**src/rtl/uart_rx_if.sv**
```systemverilog
// Receive-side bundle for uart_rx: serial line in, recovered byte and strobes out.
// Optional macro UART_RX_PARITY_EN adds the parity_err strobe.
interface uart_rx_if;
  logic       rx;
  logic [7:0] data;
  logic       valid;
  logic       frame_err;
  logic       busy;
`ifdef UART_RX_PARITY_EN
  logic       parity_err;
`endif

  // Receiver side: consumes rx, produces the byte and status strobes.
  modport master (
    input  rx,
    output data,
    output valid,
    output frame_err,
`ifdef UART_RX_PARITY_EN
    output parity_err,
`endif
    output busy
  );

  // Line driver / byte consumer side.
  modport slave (
    output rx,
    input  data,
    input  valid,
    input  frame_err,
`ifdef UART_RX_PARITY_EN
    input  parity_err,
`endif
    input  busy
  );
endinterface

```
**src/rtl/uart_rx.sv**
```systemverilog
// uart_rx: 8N1 asynchronous serial receiver with a 2-flop input synchronizer.
// Define UART_RX_PARITY_EN for 8E1 framing with a parity_err strobe.
module uart_rx #(
  parameter int unsigned CLK_HZ = 100000000,
  parameter int unsigned BAUD   = 115200
) (
  input logic      clk,
  input logic      rst,
  uart_rx_if.master bus
);

  localparam int unsigned CLKS_PER_BIT = CLK_HZ / BAUD;
  localparam int unsigned HALF_BIT     = CLKS_PER_BIT / 2;
  localparam int unsigned CntW         = $clog2(CLKS_PER_BIT);

  localparam logic [CntW-1:0] BitLast  = CntW'(CLKS_PER_BIT - 1);
  localparam logic [CntW-1:0] HalfLast = CntW'(HALF_BIT - 1);

  typedef enum logic [2:0] {
    StWaitHigh,
    StIdle,
    StStart,
    StData,
`ifdef UART_RX_PARITY_EN
    StParity,
`endif
    StStop
  } state_e;

  state_e          state_q, state_d;
  logic            sync_q, rx_s_q;
  logic [CntW-1:0] baud_q, baud_d;
  logic [2:0]      bit_q, bit_d;
  logic [7:0]      shift_q, shift_d;
  logic [7:0]      data_q, data_d;
  logic            valid_q, valid_d;
  logic            frame_err_q, frame_err_d;
`ifdef UART_RX_PARITY_EN
  logic            parity_err_q, parity_err_d;
  logic            par_bad_q, par_bad_d;
`endif

  // Two-flop synchronizer for the asynchronous line; resets to idle-high.
  always_ff @(posedge clk or posedge rst) begin
    if (rst) begin
      sync_q <= 1'b1;
      rx_s_q <= 1'b1;
    end else begin
      sync_q <= bus.rx;
      rx_s_q <= sync_q;
    end
  end

  // Receiver state, counters, shift register and registered strobes.
  always_ff @(posedge clk or posedge rst) begin
    if (rst) begin
      state_q      <= StWaitHigh;
      baud_q       <= '0;
      bit_q        <= '0;
      shift_q      <= '0;
      data_q       <= '0;
      valid_q      <= 1'b0;
      frame_err_q  <= 1'b0;
`ifdef UART_RX_PARITY_EN
      parity_err_q <= 1'b0;
      par_bad_q    <= 1'b0;
`endif
    end else begin
      state_q      <= state_d;
      baud_q       <= baud_d;
      bit_q        <= bit_d;
      shift_q      <= shift_d;
      data_q       <= data_d;
      valid_q      <= valid_d;
      frame_err_q  <= frame_err_d;
`ifdef UART_RX_PARITY_EN
      parity_err_q <= parity_err_d;
      par_bad_q    <= par_bad_d;
`endif
    end
  end

  // Next-state logic: all sampling happens at bit centres on the synchronized line.
  always_comb begin
    state_d      = state_q;
    baud_d       = baud_q;
    bit_d        = bit_q;
    shift_d      = shift_q;
    data_d       = data_q;
    valid_d      = 1'b0;
    frame_err_d  = 1'b0;
`ifdef UART_RX_PARITY_EN
    parity_err_d = 1'b0;
    par_bad_d    = par_bad_q;
`endif
    case (state_q)
      // A line held low (reset release, break) must go high before a start is accepted.
      StWaitHigh: begin
        if (rx_s_q) state_d = StIdle;
      end
      StIdle: begin
        if (!rx_s_q) begin
          state_d = StStart;
          baud_d  = '0;
        end
      end
      StStart: begin
        if (baud_q == HalfLast) begin
          baud_d = '0;
          bit_d  = '0;
          state_d = rx_s_q ? StIdle : StData;
        end else begin
          baud_d = baud_q + CntW'(1);
        end
      end
      StData: begin
        if (baud_q == BitLast) begin
          baud_d  = '0;
          shift_d = {rx_s_q, shift_q[7:1]};
          if (bit_q == 3'd7) begin
`ifdef UART_RX_PARITY_EN
            state_d = StParity;
`else
            state_d = StStop;
`endif
          end else begin
            bit_d = bit_q + 3'd1;
          end
        end else begin
          baud_d = baud_q + CntW'(1);
        end
      end
`ifdef UART_RX_PARITY_EN
      // Even parity: received bit must equal the XOR of the data bits.
      StParity: begin
        if (baud_q == BitLast) begin
          baud_d    = '0;
          par_bad_d = rx_s_q ^ (^shift_q);
          state_d   = StStop;
        end else begin
          baud_d = baud_q + CntW'(1);
        end
      end
`endif
      // Leave at mid-stop-bit so a following start edge is not missed.
      StStop: begin
        if (baud_q == BitLast) begin
          baud_d = '0;
          if (rx_s_q) begin
            state_d = StIdle;
`ifdef UART_RX_PARITY_EN
            if (par_bad_q) begin
              parity_err_d = 1'b1;
            end else begin
              data_d  = shift_q;
              valid_d = 1'b1;
            end
`else
            data_d  = shift_q;
            valid_d = 1'b1;
`endif
          end else begin
            frame_err_d = 1'b1;
            state_d     = StWaitHigh;
          end
        end else begin
          baud_d = baud_q + CntW'(1);
        end
      end
      default: state_d = StWaitHigh;
    endcase
  end

  assign bus.data       = data_q;
  assign bus.valid      = valid_q;
  assign bus.frame_err  = frame_err_q;
  assign bus.busy       = (state_q != StIdle) && (state_q != StWaitHigh);
`ifdef UART_RX_PARITY_EN
  assign bus.parity_err = parity_err_q;
`endif

endmodule

```
**src/flat_wrapper.sv**
```systemverilog
// flat-port wrapper written by rule: the top's interface ports become plain ports
module uart_rx_flat 
#(
  parameter int unsigned CLK_HZ = 100000000,
  parameter int unsigned BAUD   = 115200
)
  (clk, rst, bus_rx, bus_data, bus_valid, bus_frame_err, bus_busy);
  uart_rx_if bus_i ();
  input logic clk;
  input logic rst;
  input wire logic [$bits(bus_i.rx)-1:0] bus_rx;
  output wire logic [$bits(bus_i.data)-1:0] bus_data;
  output wire logic [$bits(bus_i.valid)-1:0] bus_valid;
  output wire logic [$bits(bus_i.frame_err)-1:0] bus_frame_err;
  output wire logic [$bits(bus_i.busy)-1:0] bus_busy;
  assign bus_i.rx = bus_rx;
  assign bus_data = bus_i.data;
  assign bus_valid = bus_i.valid;
  assign bus_frame_err = bus_i.frame_err;
  assign bus_busy = bus_i.busy;
  uart_rx #(.CLK_HZ(CLK_HZ), .BAUD(BAUD)) u_core (.clk(clk), .rst(rst), .bus(bus_i));
endmodule
```
**config.mk**
```make
export PLATFORM = sky130hd
export DESIGN_NAME = uart_rx_flat
export DESIGN_NICKNAME = d
export VERILOG_FILES = /design/src/rtl/uart_rx_if.sv /design/src/rtl/uart_rx.sv /design/src/flat_wrapper.sv
export SDC_FILE = /design/constraint.sdc
export NUM_CORES = 1
export LEC_CHECK = 0
export CAP_MARGIN = 20
export CORE_ASPECT_RATIO = 0.75
export CORE_MARGIN = 4
export CORE_UTILIZATION = 25
export CTS_BUF_LIST = sky130_fd_sc_hd__clkbuf_16
export DETAILED_ROUTE_END_ITERATION = 16
export DONT_BUFFER_PORTS = 1
export PLACE_DENSITY = 0.36
export SYNTH_ARGS = -nofsm -noshare
export SYNTH_HDL_FRONTEND = slang
export SYNTH_SLANG_ARGS = --single-unit
```
**constraint.sdc**
```tcl
create_clock -name clk -period 2.73 [get_ports clk]
set_input_delay 0.4095 -clock clk [delete_from_list [all_inputs] [get_ports clk]]
set_output_delay 0.4095 -clock clk [all_outputs]
set_load 0.005 [all_outputs]
```
# Yosys cells after proc, flatten, opt, wreduce, memory -nomap -nowiden

Cells that the tools add are included.

Bits in latches: 0
Memory bits (read-only): 0
Register bits: 36
Logic and storage cells: 60
RAM bits: 0
Memories kept: 0

Equality and inequality tests: 15
Reductions and logical operators: 11
Bitwise gates (word level): 0
Div/mod/pow operators: 0
Mux-type cells: 23
$lt $le $gt $ge: 0
Add/sub/neg operators: 2
Shift operators: 0
$mul: 0

Operators by type and width:

| cell                                                             | count |
|---|---|
| 10-bit 2-to-1 mux                                                | 3 |
| 10-bit one-hot mux with 3 select lines                           | 1 |
| 3-bit 2-to-1 mux                                                 | 9 |
| 3-bit one-hot mux with 5 select lines                            | 1 |
| 10-bit by 1-bit adder with 10-bit output, second input constant  | 1 |
| 10-bit == test, second input constant                            | 1 |
| 10-bit by 9-bit == test with 1-bit output, second input constant | 1 |
| 2-bit by 1-bit != test with 1-bit output, second input constant  | 5 |
| 1-bit 2-to-1 mux                                                 | 7 |
| 3-bit by 2-bit == test with 1-bit output, second input constant  | 2 |
| 3-bit == test, second input constant                             | 2 |
| 3-bit one-hot mux with 2 select lines                            | 1 |
| 6-bit AND reduction                                              | 1 |
| 3-bit nonzero test                                               | 2 |
| 2-bit != test, second input constant                             | 2 |
| 2-bit AND reduction                                              | 2 |
| 4-bit AND reduction                                              | 1 |
| 3-bit by 1-bit adder with 3-bit output, second input constant    | 1 |
| 3-bit by 1-bit == test with 1-bit output, second input constant  | 1 |
| 3-bit zero test                                                  | 1 |
| 3-bit by 1-bit != test with 1-bit output, second input constant  | 1 |
| 3-bit AND reduction                                              | 1 |
| 2-bit 2-to-1 mux                                                 | 1 |
| 2-bit nonzero test                                               | 1 |
| other kinds (2)                                                  | 2 |

# Logic depth before layout (Yosys ltp)

Gate-level depths: netlist of run 1.

Depth in word-level cells: 4
Gate-level depth with buffers: 7

# Least setup slack after synthesis of run 1

OpenSTA, ideal clock, no wires.

Path type: reg-to-reg
Start point: register u_core.baud_q[3]
End point: register u_core.state_q[1]
Cell stages (with the launch flop): 6
Buffers on the path: 0
Clock period less this slack: 1.887 ns
Slack: 0.843 ns
Arrival time: 1.762 ns
Path through: dfrtp_1 or3b_4 o31ai_2 o21ai_2 a22oi_4 mux2_4

Cells in the longest elaborated chain, start to end: 3
Elaborated cells on any way between the ends: 6

Ends and longest elaborated chain:

| item                                                                               | RTL line                                       | text |
|---|---|---|
| from (decl)                                                                        | uart_rx.sv:32                                  | `logic [CntW-1:0] baud_q, baud_d;` |
| from (signal assigned)                                                             | uart_rx.sv:70                                  | `baud_q <= baud_d;` |
| 10-bit == test / 10-bit by 9-bit == test with 1-bit output (equally long branches) | uart_rx.sv:117, uart_rx.sv:147, uart_rx.sv:108 |  |
| 2-bit by 1-bit != test with 1-bit output (no line)                                 | --                                             |  |
| 6-bit AND reduction (no line) (*)                                                  | --                                             |  |
| to (signal assigned)                                                               | uart_rx.sv:57                                  | `state_q <= StWaitHigh;` |
| to (signal assigned)                                                               | uart_rx.sv:69                                  | `state_q <= state_d;` |
| to (decl)                                                                          | uart_rx.sv:30                                  | `state_e state_q, state_d;` |

Every way passes the cells marked *; elsewhere a longest branch is shown, timed or not.
A chain may end at the register's enable or synchronous reset.

# Worst setup path in the final report of run 1

Start point: register u_core.baud_q[3]
End point: register u_core.shift_q[7]

Cells in the longest elaborated chain, start to end: 2

Ends and longest elaborated chain:

| item                          | RTL line       | text |
|---|---|---|
| 10-bit == test                | uart_rx.sv:117 | `if (baud_q == BitLast) begin` |
| 2-bit AND reduction (no line) | --             |  |
| to (signal assigned)          | uart_rx.sv:72  | `shift_q <= shift_d;` |
| to (decl)                     | uart_rx.sv:34  | `logic [7:0] shift_q, shift_d;` |

Every way passes these cells.

==> results of run 1 <==
[layout make-up]
class / instances / area, um^2
inverter: 9 / 33.8
clock inverter: 3 / 42.5
multi-input combinational: 112 / 820
tap: 98 / 123
clock buffer: 5 / 125
timing repair buffer: 2 / 15.0
fill: 708 / 4870
sequential: 36 / 903
[kinds of logic (layout without fill, tap and decap cells)]
family	Yosys count	after routing	share of synthesized area, %
AOI/OAI and AO/OA	30	30	12.1
xor gates and xnor gates	1	1	0.485
adders and majority gates	4	4	2.77
buffers and inverters	14	19	4.64
DFF	36	36	50.0
muxes	19	19	11.9
and+or+nand+nor	58	58	18.1
[metal layers]
| metal | track usage (%) | vias to the layer above | part of all wire (%) |
|---|---|---|---|
| met5 | 0 | - | 0 |
| met4 | 2.46 | 0 | 0.22 |
| met3 | 3.53 | 2 | 3.8 |
| met2 | 12.2 | 14 | 41 |
| met1 | 13.3 | 598 | 55 |
| li1 | - | 589 | - |
[cell usage in the layout, fill, tap and decap left out, drive strengths merged, types with 3 or more instances in the layout]
| cell type | n |
|---|---|
| ha | 4 |
| mux2 | 17 |
| nor3 | 5 |
| o21ai | 15 |
| inv | 9 |
| nand4 | 3 |
| clkbuf | 5 |
| nor2b | 4 |
| dfrtp | 34 |
| nand3 | 5 |
| nor2 | 7 |
| o31ai | 4 |
| nand2 | 19 |
[per-stage QoR]
| step | util, % | hold WS, ns | cell area (um^2) |
|---|---|---|---|
| 6_report | 29.8 | 0.100 | 2060 |
| 5_1_grt | 29.8 | 0.110 | 2060 |
| 4_1_cts | 29.8 | 0.118 | 2060 |
| 3_5_place_dp | 27.3 | 0.352 | 1890 |
| 3_3_place_gp | 27.3 | 0.350 | 1890 |
| 2_1_floorplan | - | 0.345 | 1810 |
[flip-flops by register name, summed over array words and instances (netlist names)]
| signal | flops |
|---|---|
| u_core.bus.valid | 1 |
| u_core.state_q | 3 |
| u_core.rx_s_q | 1 |
| u_core.baud_q | 10 |
| u_core.bus.frame_err | 1 |
| u_core.shift_q | 8 |
| u_core.sync_q | 1 |
| u_core.bit_q | 3 |
| u_core.bus.data | 8 |
[power groups by stage]
stage	Clock [mW]	Sequential (mW)	Combinational [mW]
CTS	0.669	0.669	0.320
global route	0.698	0.681	0.351
detailed placement	0	0.679	0.317
floorplan	0	0.632	0.301
global placement	0	0.677	0.319
finish	0.640	0.670	0.313
[worst paths after layout]
path / end / slack (ns) / depth (start not counted)
max in group asynchronous: u_core.rx_s_q$_DFF_PP1_ / 1.86 / 2
setup reg to reg: u_core.shift_q[7]$_DFFE_PP0P_ / 0.59 / 4
setup / recovery: u_core.shift_q[7]$_DFFE_PP0P_ / 0.59 / 4
hold reg to reg: u_core.rx_s_q$_DFF_PP1_ / 0.36 / 0
min in group clk: u_core.sync_q$_DFF_PP1_ / 0.13 / 0
hold / removal: u_core.baud_q[2]$_DFFE_PP0P_ / 0.10 / 1
==> metrics.cfg, run 1 <==
[run_status]
outcome=finished clean

[sta]
setup_tns_ns=0
tightest_slew_ns=0.623
report.final.slew_viol_count=0
finalHoldViolations=0
max_freq_mhz=467
min_period_ns=2.14
maxSlewHeadroom_pct=58.4
rsz0062_at_grt=false
fin_ws_ns=0.588
finalCritPeriodShare_pct=78.5
setup_viol=0
clock_skew_ns=0.00345

[logic_synthesis]
mappedNetlistArea_um2=1810
yosysWarningCount=0
synth-edff-count=0
yosys.cell_count.top_type=dfrtp_1
synth_seq_cells=36
synth_cell_types=43
synth-main-ff-cell=dfrtp_1
async_flop_share_pct=100
synth_top_cell_by_area=dfrtp_1
syn_inst=162
netlist.area_leader.share_pct=47.1
ys_top_cells_by_count=34 x dfrtp_1, 19 x nand2_1, 16 x mux2_2
ys_seq_area_share_pct=50.0
syn_area_per_cell_um2=11.2
syn_nets=169
ys_top_cells_by_area=dfrtp_1 47%, mux2_2 10%, nand2_1 3.9%, o21ai_0 3.6%, dfstp_2 2.9%

[power_and_ir_drop]
power_density_nw_per_um2=787
switching_share_pct=30.2
leakagePower_nw=0.910
seqPwrFrac_pct=41.3
combPwrFrac_pct=19.3
finalPower_mw=1.62
p_int_mw=1.13
vdd_drop_max_v=0.000362
power_frac_clock_pct=39.4
p_sw_mw=0.490

[setup_path]
cp.arrival_ns=2.30
critPathKind=reg2reg
path_cells=or3b_4 -> nor3_2 -> and3_1 -> mux2_2
startpoint=u_core.baud_q[3]$_DFFE_PP0P_
cp-end-kind=register
critPathMaxStageDelay_ns=0.47
crit_buf_inv=0
slowest_stage=and3_1
required_ns=2.89
crit_fanout=8
critical_path.top_delay_family=simple AND/OR/NAND/NOR gates
r2r-start=u_core.baud_q[3]$_DFFE_PP0P_
startpoint_type=register

[cts]
cts_buffer_depth=2
cts_resized=0
clkLatencyLatePin_ns=0.27
post_cts_buffers=0
clock-sinks=36
cts_hold_buf=0
root_buffer=clkbuf_16
numCtsBuffers=5
cts_tree=done
clk_pin_slew_ns=0.06
h-tree-depth=2

[global_route]
grt_pass1_vias=1165
grt_pass1_wl_mm=6.07
grt_max_degree=23
antenna_found_initial=0
grt-ovfl-total=0
gr-usage-all-layers_pct=9.05

[routing]
drc=0
drtIter0Drc=52
wirelength_mm=3.56
vias=1203
dr.pass1.iters=4
wl_per_cell_um=13.4
vias_per_cell=4.54
ant_nets=0

[placed_design]
dp_cells=257
io_buffers=0
pre_cts_ws_ns=0.612
gp_congestion=0.741
dp_hpwl_mm=2.57

[floorplanning]
die_area_um2=8660
initial_core_util_pct=26.1
rows=26
core_area_um2=6930
chipWidth_um=106
pin_count=14
die_h_um=81.6

[layout]
nNetsFinal=173
instances_no_fill=265
drive_above_1_share_pct=24.0
syn_to_final_growth_pct=14.1
antenna_cells=0

[flow_run]
cap_violations=0

[worst_hold_path]
hold_path.class=in2async

Note: power is estimated with default switching activity, not from simulation.
==> run 2, diff against run 1 <==
Clock period 2.73 ns to 2.1 ns, I/O delays scaled along.
==> run 2 against run 1 <==
Register-to-register slack worse by 0.45 ns. Fmax grew 9.3%. Clock skew grew 0.0013 ns. Cell count up 5.3%. Sequential share of layout area fell by 2.4 points.
==> metrics.cfg, run 2 (synthesis gave the netlist of run 1 again) <==
[layout]
final_common_cell=dfrtp_1  ; unchanged
top_register=u_core.baud_q  ; unchanged
largest_reg_flops=10  ; unchanged
nNetsFinal=187  ; was 173
fin_area_um2=2180  ; was 2060 um^2
drive_above_1_share_pct=29.8  ; was 24.0%
syn_to_final_growth_pct=20.6  ; was 14.1%
layout_common_cells=34 x dfrtp_1, 19 x nand2_1, 16 x mux2_2  ; unchanged
antenna_cells=0  ; unchanged

[setup_path]
slowest_stage=or3b_4  ; was and3_1
worst_r2r_endpoint=u_core.shift_q[1]$_DFFE_PP0P_  ; was u_core.shift_q[7]$_DFFE_PP0P_
startpoint_type=register  ; unchanged
worst_r2r_path_depth=5  ; was 4
crit_fanout=8  ; unchanged
critPathMaxStageDelay_ns=0.43  ; was 0.47 ns
critical_path.top_delay_family=simple AND/OR/NAND/NOR gates  ; unchanged
path_cells=or3b_4 -> nor3_2 -> and3_1 -> buf_12 -> mux2_2  ; was or3b_4 -> nor3_2 -> and3_1 -> mux2_2
required_ns=2.26  ; was 2.89 ns
rrSetupSlack_ns=0.14  ; was 0.59 ns
crit_buf_inv=1  ; was 0
cp.arrival_ns=2.12  ; was 2.30 ns
r2r-start=u_core.baud_q[5]$_DFFE_PP0P_  ; was u_core.baud_q[3]$_DFFE_PP0P_
cp-end-kind=register  ; unchanged
critPathKind=reg2reg  ; unchanged
startpoint=u_core.baud_q[5]$_DFFE_PP0P_  ; was u_core.baud_q[3]$_DFFE_PP0P_

[global_route]
antenna_found_initial=0  ; unchanged
grt_pass1_wl_mm=6.24  ; was 6.07 mm
grt_pass1_vias=1265  ; was 1,165
gr-usage-all-layers_pct=9.31  ; was 9.05%
grt-ovfl-total=0  ; unchanged
grt_max_degree=37  ; was 23

[cts]
numCtsBuffers=5  ; unchanged
cts_hold_buf=0  ; unchanged
post_cts_buffers=0  ; unchanged
cts_buffer_depth=2  ; unchanged
root_buffer=clkbuf_16  ; unchanged
clkLatencyLatePin_ns=0.28  ; was 0.27 ns
clock-sinks=36  ; unchanged
cts_tree=done  ; unchanged
cts_resized=0  ; unchanged
h-tree-depth=2  ; unchanged
clk_pin_slew_ns=0.06  ; about the same

[placed_design]
gp_congestion=0.756  ; was 0.741
dp_hpwl_mm=2.61  ; was 2.57 mm
placed_cell_area_um2=2010  ; was 1890 um^2
io_buffers=0  ; unchanged

[floorplanning]
chipWidth_um=106  ; unchanged
rows=26  ; unchanged
core_area_um2=6930  ; unchanged
die_area_um2=8660  ; unchanged
pin_count=14  ; unchanged
initial_core_util_pct=26.1  ; unchanged
die_h_um=81.6  ; unchanged

[routing]
ant_nets=0  ; unchanged
drtIter0Drc=46  ; was 52
wl_per_cell_um=13.0  ; was 13.4 um
dr.pass1.iters=4  ; unchanged
wirelength_mm=3.62  ; was 3.56 mm
vias=1251  ; was 1,203
vias_per_cell=4.48  ; was 4.54
drc=0  ; unchanged

[sta]
min_period_ns=1.96  ; was 2.14 ns
finalHoldViolations=0  ; unchanged
tightest_slew_ns=0.452  ; was 0.623 ns
clock_skew_ns=0.00475  ; was 0.00345 ns
setup_tns_ns=0  ; unchanged
maxSlewHeadroom_pct=69.6  ; was 58.4%
rsz0062_at_grt=false  ; unchanged
report.final.slew_viol_count=0  ; unchanged
max_freq_mhz=510  ; was 467 MHz
finalCritPeriodShare_pct=93.3  ; was 78.5%
setup_viol=0  ; unchanged

[power_and_ir_drop]
leakagePower_nw=0.984  ; was 0.910 nW
power_density_nw_per_um2=1010  ; was 787 nW/um^2
vdd_drop_max_v=0.000346  ; was 0.000362 V

[flow_run]
cap_violations=0  ; unchanged

[run_status]
outcome=finished clean  ; unchanged

[worst_hold_path]
hold_path.class=in2async  ; unchanged

==> run 2: changes by cell type in the layout (fill, tap and decap cells not counted) <==
cell / previous run / this run
buf_12: 0 / 1
buf_4: 2 / 15
==> run 2: layout make-up <==
type | instances | area [um^2]
multi-input combinational | 112 | 820
fill | 708 | 4750
clock buffer | 5 | 125
clock inverter | 3 | 42.5
inverter | 9 | 33.8
timing repair buffer | 16 | 133
sequential | 36 | 903
tap | 98 | 123
==> run 2: report_power, final <==
group          switching, mW  internal, mW  leakage, nW
logic                  0.305         0.245        0.415
registers             0.0715         0.754        0.489
clock network          0.276         0.557       0.0798
==> run 2: how the worst max path moves through the flow <==
| stage | endpoint | cells after the start |
|---|---|---|
| finish | u_core.shift_q[1]$_DFFE_PP0P_ | 5 |
| detailed placement | u_core.bus.data[1]$_DFFE_PP0P_ | 4 |
| global route | u_core.bus.data[4]$_DFFE_PP0P_ | 4 |
| global placement | u_core.bus.data[6]$_DFFE_PP0P_ | 4 |
| CTS | u_core.bus.data[4]$_DFFE_PP0P_ | 4 |
| floorplan | u_core.state_q[1]$_DFFE_PP0P_ | 5 |
==> run 2: through the flow <==
step	total power [mW]	hold slack [ns]	cells	util (%)	setup WS, ns
floorplan	1.21	0.319	162	-	0.213
global placement	1.40	0.320	271	29.0	0.142
detailed placement	1.39	0.320	271	29.0	0.144
CTS	2.24	0.0260	279	31.5	0.129
global route	2.34	0.0198	279	31.5	0.00358
finish	2.21	0.0324	279	31.5	0.141
==> run 2: routing by layer <==
layer / vias to the layer above / global-route usage, % / share of wire (%)
met3: 4 / 3.46 / 4.6
met4: 0 / 2.72 / 0.72
met5: - / 0 / 0
li1: 609 / - / -
met1: 618 / 12.6 / 49
met2: 20 / 14.0 / 45
